File: src/rtl/reg_trace_uart_pkg.sv
// Shared FSM encodings and helpers for the register trace UART.
// REG_TRACE_SYNC_EN adds a sync byte in front of every traced word.
package reg_trace_uart_pkg;

  typedef enum logic [1:0] {
    S_IDLE  = 2'd0,
    S_START = 2'd1,
    S_DATA  = 2'd2,
    S_STOP  = 2'd3
  } uart_state_e;

`ifdef REG_TRACE_SYNC_EN
  localparam logic [7:0] SYNC_BYTE = 8'hA5;
`endif

  // Bytes on the wire per traced word, including the optional sync byte.
  function automatic int bytes_per_word(input int data_w);
`ifdef REG_TRACE_SYNC_EN
    return data_w / 8 + 1;
`else
    return data_w / 8;
`endif
  endfunction

  // Counter width that stays at least 1 bit for degenerate ranges.
  function automatic int idx_width(input int n);
    return (n > 1) ? $clog2(n) : 1;
  endfunction

endpackage

File: src/rtl/reg_trace_uart_sync_fifo.sv
// Single-clock first-word-fall-through FIFO; dout is valid whenever empty=0.
// A push while full is accepted only if a pop happens in the same cycle.
module sync_fifo #(
  parameter int WIDTH = 32,
  parameter int DEPTH = 4
) (
  input  logic                     clk,
  input  logic                     rst,
  input  logic                     push,
  input  logic                     pop,
  input  logic [WIDTH-1:0]         din,
  output logic [WIDTH-1:0]         dout,
  output logic                     full,
  output logic                     empty,
  output logic [$clog2(DEPTH):0]   count
);

  localparam int AW = $clog2(DEPTH);

  logic [WIDTH-1:0] r_mem [DEPTH];
  logic [AW-1:0]    r_wr_ptr;
  logic [AW-1:0]    r_rd_ptr;
  logic [AW:0]      r_count;
  logic             w_wr;
  logic             w_rd;

  assign full  = (r_count == (AW+1)'(DEPTH));
  assign empty = (r_count == '0);
  assign count = r_count;
  assign dout  = r_mem[r_rd_ptr];

  assign w_rd = pop && !empty;
  assign w_wr = push && (!full || w_rd);

  always_ff @(posedge clk) begin
    if (w_wr) r_mem[r_wr_ptr] <= din;
  end

  always_ff @(posedge clk) begin
    if (rst) begin
      r_wr_ptr <= '0;
      r_rd_ptr <= '0;
      r_count  <= '0;
    end else begin
      if (w_wr) r_wr_ptr <= r_wr_ptr + 1'b1;
      if (w_rd) r_rd_ptr <= r_rd_ptr + 1'b1;
      case ({w_wr, w_rd})
        2'b10:   r_count <= r_count + 1'b1;
        2'b01:   r_count <= r_count - 1'b1;
        default: r_count <= r_count;
      endcase
    end
  end

endmodule

File: src/rtl/reg_trace_uart.sv
// Watches a debug register, queues every new value and streams it out as 8N1 UART,
// LSB byte first. REG_TRACE_SYNC_EN prefixes each word with a sync byte.
module reg_trace_uart
  import reg_trace_uart_pkg::*;
#(
  parameter int DATA_W       = 32,
  parameter int FIFO_DEPTH   = 4,
  parameter int CLKS_PER_BIT = 16
) (
  input  logic              clk,
  input  logic              rst,
  input  logic [DATA_W-1:0] watch_val,
  input  logic              watch_en,
  output logic              tx,
  output logic              busy,
  output logic              fifo_full,
  output logic              overflow
);

  localparam int NBYTES = bytes_per_word(DATA_W);
  localparam int BW     = idx_width(NBYTES);
  localparam int CW     = idx_width(CLKS_PER_BIT);
  localparam int FAW    = $clog2(FIFO_DEPTH);

  localparam logic [CW-1:0] CNT_MAX   = CW'(CLKS_PER_BIT - 1);
  localparam logic [BW-1:0] LAST_BYTE = BW'(NBYTES - 1);

  uart_state_e       r_state, w_state_nxt;
  logic [CW-1:0]     r_clk_cnt, w_clk_cnt_nxt;
  logic [2:0]        r_bit_idx, w_bit_idx_nxt;
  logic [BW-1:0]     r_byte_idx, w_byte_idx_nxt;
  logic [DATA_W-1:0] r_word_sr, w_word_sr_nxt;
  logic [DATA_W-1:0] r_prev_val;
  logic              r_primed;
  logic              r_overflow;
  logic              r_tx;

  logic              w_push;
  logic              w_pop;
  logic              w_full;
  logic              w_empty;
  logic [DATA_W-1:0] w_head;
  logic [FAW:0]      w_count;
  logic              w_bit_end;
  logic              w_tx;
  logic [7:0]        w_cur_byte;
  logic              w_adv_shift;

  // The first enabled sample always counts as a change so the initial value is traced.
  assign w_push = watch_en && (!r_primed || (watch_val != r_prev_val));

  sync_fifo #(
    .WIDTH (DATA_W),
    .DEPTH (FIFO_DEPTH)
  ) u_fifo (
    .clk   (clk),
    .rst   (rst),
    .push  (w_push),
    .pop   (w_pop),
    .din   (watch_val),
    .dout  (w_head),
    .full  (w_full),
    .empty (w_empty),
    .count (w_count)
  );

`ifdef REG_TRACE_SYNC_EN
  // Byte slot 0 carries the sync marker; the payload shifts only after real data bytes.
  assign w_cur_byte  = (r_byte_idx == '0) ? SYNC_BYTE : r_word_sr[7:0];
  assign w_adv_shift = (r_byte_idx != '0);
`else
  assign w_cur_byte  = r_word_sr[7:0];
  assign w_adv_shift = 1'b1;
`endif

  assign w_bit_end = (r_clk_cnt == CNT_MAX);

  always_comb begin
    w_state_nxt    = r_state;
    w_clk_cnt_nxt  = r_clk_cnt;
    w_bit_idx_nxt  = r_bit_idx;
    w_byte_idx_nxt = r_byte_idx;
    w_word_sr_nxt  = r_word_sr;
    w_pop          = 1'b0;
    w_tx           = 1'b1;

    if (r_state != S_IDLE) w_clk_cnt_nxt = w_bit_end ? '0 : r_clk_cnt + 1'b1;

    case (r_state)
      S_IDLE: begin
        w_clk_cnt_nxt = '0;
        if (!w_empty) begin
          w_pop          = 1'b1;
          w_word_sr_nxt  = w_head;
          w_byte_idx_nxt = '0;
          w_state_nxt    = S_START;
        end
      end
      S_START: begin
        w_tx = 1'b0;
        if (w_bit_end) begin
          w_bit_idx_nxt = '0;
          w_state_nxt   = S_DATA;
        end
      end
      S_DATA: begin
        w_tx = w_cur_byte[r_bit_idx];
        if (w_bit_end) begin
          if (r_bit_idx == 3'd7) w_state_nxt = S_STOP;
          else                   w_bit_idx_nxt = r_bit_idx + 3'd1;
        end
      end
      S_STOP: begin
        if (w_bit_end) begin
          if (r_byte_idx != LAST_BYTE) begin
            w_byte_idx_nxt = r_byte_idx + 1'b1;
            if (w_adv_shift) w_word_sr_nxt = r_word_sr >> 8;
            w_state_nxt = S_START;
          end else begin
            w_state_nxt = S_IDLE;
          end
        end
      end
      default: w_state_nxt = S_IDLE;
    endcase
  end

  // tx is registered, so the line follows the FSM state by one cycle.
  always_ff @(posedge clk) begin
    if (rst) begin
      r_state    <= S_IDLE;
      r_clk_cnt  <= '0;
      r_bit_idx  <= '0;
      r_byte_idx <= '0;
      r_word_sr  <= '0;
      r_tx       <= 1'b1;
      r_prev_val <= '0;
      r_primed   <= 1'b0;
      r_overflow <= 1'b0;
    end else begin
      r_state    <= w_state_nxt;
      r_clk_cnt  <= w_clk_cnt_nxt;
      r_bit_idx  <= w_bit_idx_nxt;
      r_byte_idx <= w_byte_idx_nxt;
      r_word_sr  <= w_word_sr_nxt;
      r_tx       <= w_tx;
      if (watch_en) begin
        r_prev_val <= watch_val;
        r_primed   <= 1'b1;
      end
      if (w_push && w_full && !w_pop) r_overflow <= 1'b1;
    end
  end

  assign tx        = r_tx;
  assign busy      = (r_state != S_IDLE) || (w_count != '0);
  assign fifo_full = w_full;
  assign overflow  = r_overflow;

endmodule

File: config.mk
export PLATFORM = sky130hd
export DESIGN_NAME = reg_trace_uart
export DESIGN_NICKNAME = d
export VERILOG_FILES = /design/src/rtl/reg_trace_uart_pkg.sv /design/src/rtl/reg_trace_uart_sync_fifo.sv /design/src/rtl/reg_trace_uart.sv
export SDC_FILE = /design/constraint.sdc
export NUM_CORES = 1
export LEC_CHECK = 0
export CORE_ASPECT_RATIO = 0.8
export CORE_MARGIN = 1
export CORE_UTILIZATION = 25
export DETAILED_ROUTE_END_ITERATION = 12
export GPL_TIMING_DRIVEN = 1
export HOLD_SLACK_MARGIN = 0.15
export PLACE_DENSITY_LB_ADDON = 0.15
export SLEW_MARGIN = 40
export SYNTH_ARGS = -nofsm -noshare
export SYNTH_HDL_FRONTEND = slang
export SYNTH_SLANG_ARGS = --single-unit
File: constraint.sdc
create_clock -name clk -period 2.3 [get_ports clk]
set_input_delay 0.46 -clock clk [delete_from_list [all_inputs] [get_ports clk]]
set_output_delay 0.46 -clock clk [all_outputs]
set_load 0.05 [all_outputs]
==> summary.txt <==
Final layout
  – Final core utilization: 32.2%
  – Proportion of layout cells with a drive suffix above 1: 24.7%
  – P&R area growth vs syn: 27.0%
  – Fillers: 3,431
  – Antenna diodes: 0
  – Reg area: 5590 sq um
  – Commonest non-fill, non-tap cell in the layout: edfxtp_1
  – Final net count: 759
  – Area of the multi-input gates: 3120 sq um
  – Commonest cells after routing, fill and taps aside: 128 x edfxtp_1, 85 x dfxtp_1, 75 x nor2_1

STA
  – Final min period: 2.25 ns
  – Worst slew pin tran: 0.752 ns
  – Worst Skew: 0.0226 ns
  – Setup TNS: 0 ns
  – Rel. slew slack: 49.9%
  – Setup ws final: 0.0513 ns
  – Max frequency: 445 MHz
  – Fin. max-slew vios: 0
  – Endpoints failing hold: 0
  – Final setup fails: 0
  – Tcrit/Tclk final: 97.8%

Synth
  – Synth Register Bits: 215
  – Top-area cell type share of the netlist area: 43.7%
  – Ranking of synthesized cells by area: edfxtp_1 44%, dfxtp_1 20%, mux4_2 8.7%
  – Yosys cell types: 46
  – Synthesized netlist cell count: 610
  – Async set-or-reset flop fraction in the synthesized netlist: 0%
  – Register area share after synthesis: 63.5%
  – Syn avg cell area: 14.4 sq um
  – Synth Cell Area: 8800 sq um
  – Synth area leader: edfxtp_1
  – Mapped Nets: 658
  – EDFF count, synth: 128
  – Synth warn: 0
  – Synth Flop Type: edfxtp_1

Routing
  – 1st-pass router iterations: 4
  – DR vias/cell: 4.35
  – Routed WL per cell: 18.2 um
  – DRC violation total after the first TritonRoute iteration: 249
  – DRC viols: 0
  – Routed via count: 5,226
  – Antenna viol nets, final: 0
  – Routed wire length: 21,900 um

Min path
  – Hold path cells: 2
  – HP Class: in -> reg

Floorplan
  – Row cnt: 61
  – Initial Util: 25.3%
  – Die Width: 212 um
  – # IOs: 39
  – Total core area: 34,700 sq um
  – Die area: 36,000 sq um
  – Die Y: 170 um

Placement
  – GPL Wtd Cong: 0.713
  – IO buf count: 38
  – Dpl ws: -0.731 ns
  – Post-DP HPWL: 14,000 um

Critical path
  – R2r setup slk: 0.10 ns
  – Worst setup path class: in -> reg
  – Worst reg-to-reg path cell count: 9
  – Crit path DAT: 2.51 ns
  – Critical Path RT: 2.56 ns
  – Worst stage delay on the critical path: 0.45 ns
  – Cell breakdown of the critical path: clkdlybuf4s50_1 -> xnor2_1 -> nand4_1 -> nor4_2 -> a31o_2 -> buf_4 -> nor2_2 -> and2_2 -> buf_4
  – Slowest-stage cell, CP: clkdlybuf4s50_1
  – Worst-path fanout max: 10
  – CP most frequent cell: buf_4
  – Setup crit start kind: input port
  – Crit path capture type: flop

Clock network
  – Sink Count: 215
  – Clock Tree Root: clkbuf_16
  – Hold-fix buffers, CTS: 0
  – Max clock buf depth: 3
  – H-tree levels: 1
  – Cts bufs inserted: 24
  – Clock Latency Late Sink: 0.54 ns
  – Clock-pin transition on the worst setup and hold timing paths: 0.06 ns
  – Clock tree from TritonCTS: yes

Global route
  – Antenna violations before repair: 0
  – First-pass GRT wire length: 32,600 um
  – Total gr overflow: 0
  – Largest net degree at the start of global routing: 65
  – Number of global-route vias before repair: 5,258
  – Gr usage total: 12.3%

Run status
  – Outcome: finished clean

Power
  – IR drop worst, VDD: 0.554 mV
  – Pwr/cell area: 1080 nW/um^2
  – Lkg Pwr: 3.90 nW

Job
  – Max cap viols: 0
==> final timing paths <==
path | start | to
setup / recovery | watch_val[5] | u_fifo.r_mem[0][11]
hold / removal | watch_val[9] | u_fifo.r_mem[3][9]
setup reg to reg | r_prev_val[17] | u_fifo.r_mem[0][11]
hold reg to reg | overflow | overflow
==> cell type report <==
type,count,area share (%)
Clock inverter,16,1.60
Clock buffer,28,5.51
Sequential cell,215,50.0
Tap cell,472,5.28
Timing Repair Buffer,109,9.41
Multi-Input combinational cell,352,27.9
Inverter,9,0.302
==> cells in the mapped netlist (3+ instances only) <==
master	number
edfxtp_1	128
nand3_1	5
clkbuf_1	14
nor2_1	75
dfxtp_1	87
inv_1	9
a21oi_1	14
a211oi_1	25
xnor2_1	33
nand2b_1	5
nand2_1	21
nand4_1	13
nor3_1	5
mux2i_1	60
buf_2	12
nand3b_1	9
mux4_2	34
a22oi_1	3
o21ai_0	4
and2_1	7
buf_1	3
ha_1	12
==> power by group <==
group          total, W  leakage (nW)  switching, W  internal (W)
combinational   0.00344          1.62       0.00196       0.00148
clock           0.00384         0.392       0.00158       0.00227
sequential      0.00482          1.89      0.000242       0.00458
total            0.0121          3.90       0.00378       0.00833
==> routing by layer <==
layer / GRT usage, % / share of wire, % / vias to the layer above / wire length, um
met2: 20.6 / 47 / 92 / 10400
met4: 2.68 / 1.5 / 0 / 336
met5: 0 / 0 / - / 0
met3: 2.12 / 4.4 / 28 / 956
li1: - / - / 2483 / -
met1: 16.6 / 47 / 2623 / 10200
==> cells by family (layout without fill, tap and decap cells) <==
kind of cell / count (synthesis) / in the layout / share of synthesized area (%)
compound gates: 54 / 54 / 4.22
buf+inv: 43 / 162 / 2.45
mux: 96 / 96 / 15.9
flops: 215 / 215 / 63.5
xor+xnor: 35 / 35 / 3.48
fa+ha+maj: 13 / 13 / 1.93
simple gates: 154 / 154 / 8.59
==> worst max-delay path: cells and delay by family <==
| family | cells | cell delay [ns] |
|---|---|---|
| AND/OR/NAND/NOR | 4 | 0.75 |
| buffers and inverters | 3 | 0.78 |
| XOR/XNOR | 1 | 0.30 |
| AO/OA/AOI/OAI | 1 | 0.22 |
==> metrics by stage <==
step | instance area, sq um | instances | total power [W] | hold slack (ns)
floorplan | 8810 | 610 | 0.00712 | 0.422
global placement | 10200 | 1154 | 0.00832 | 0.438
detailed placement | 10200 | 1154 | 0.00838 | 0.447
CTS | 11100 | 1198 | 0.0123 | 0.439
global route | 11200 | 1201 | 0.0127 | 0.331
finish | 11200 | 1201 | 0.0121 | 0.326
==> registers in the layout, summed over array words and instances (netlist names), 2 cells and up, named ones only <==
name             flops
u_fifo.r_rd_ptr      2
r_clk_cnt            4
u_fifo.r_mem       128
r_word_sr           32
u_fifo.r_wr_ptr      2
r_prev_val          32
r_bit_idx            3
r_byte_idx           2
u_fifo.count         3
r_state              2
==> what timing repair did <==
action                                  4_1_cts  5_1_grt
endpoints found under the setup margin      131       52
gates resized for setup                       7       18
setup buffers                                 0        3
pin swaps                                     0        7
(Power assumes the default switching activity.)
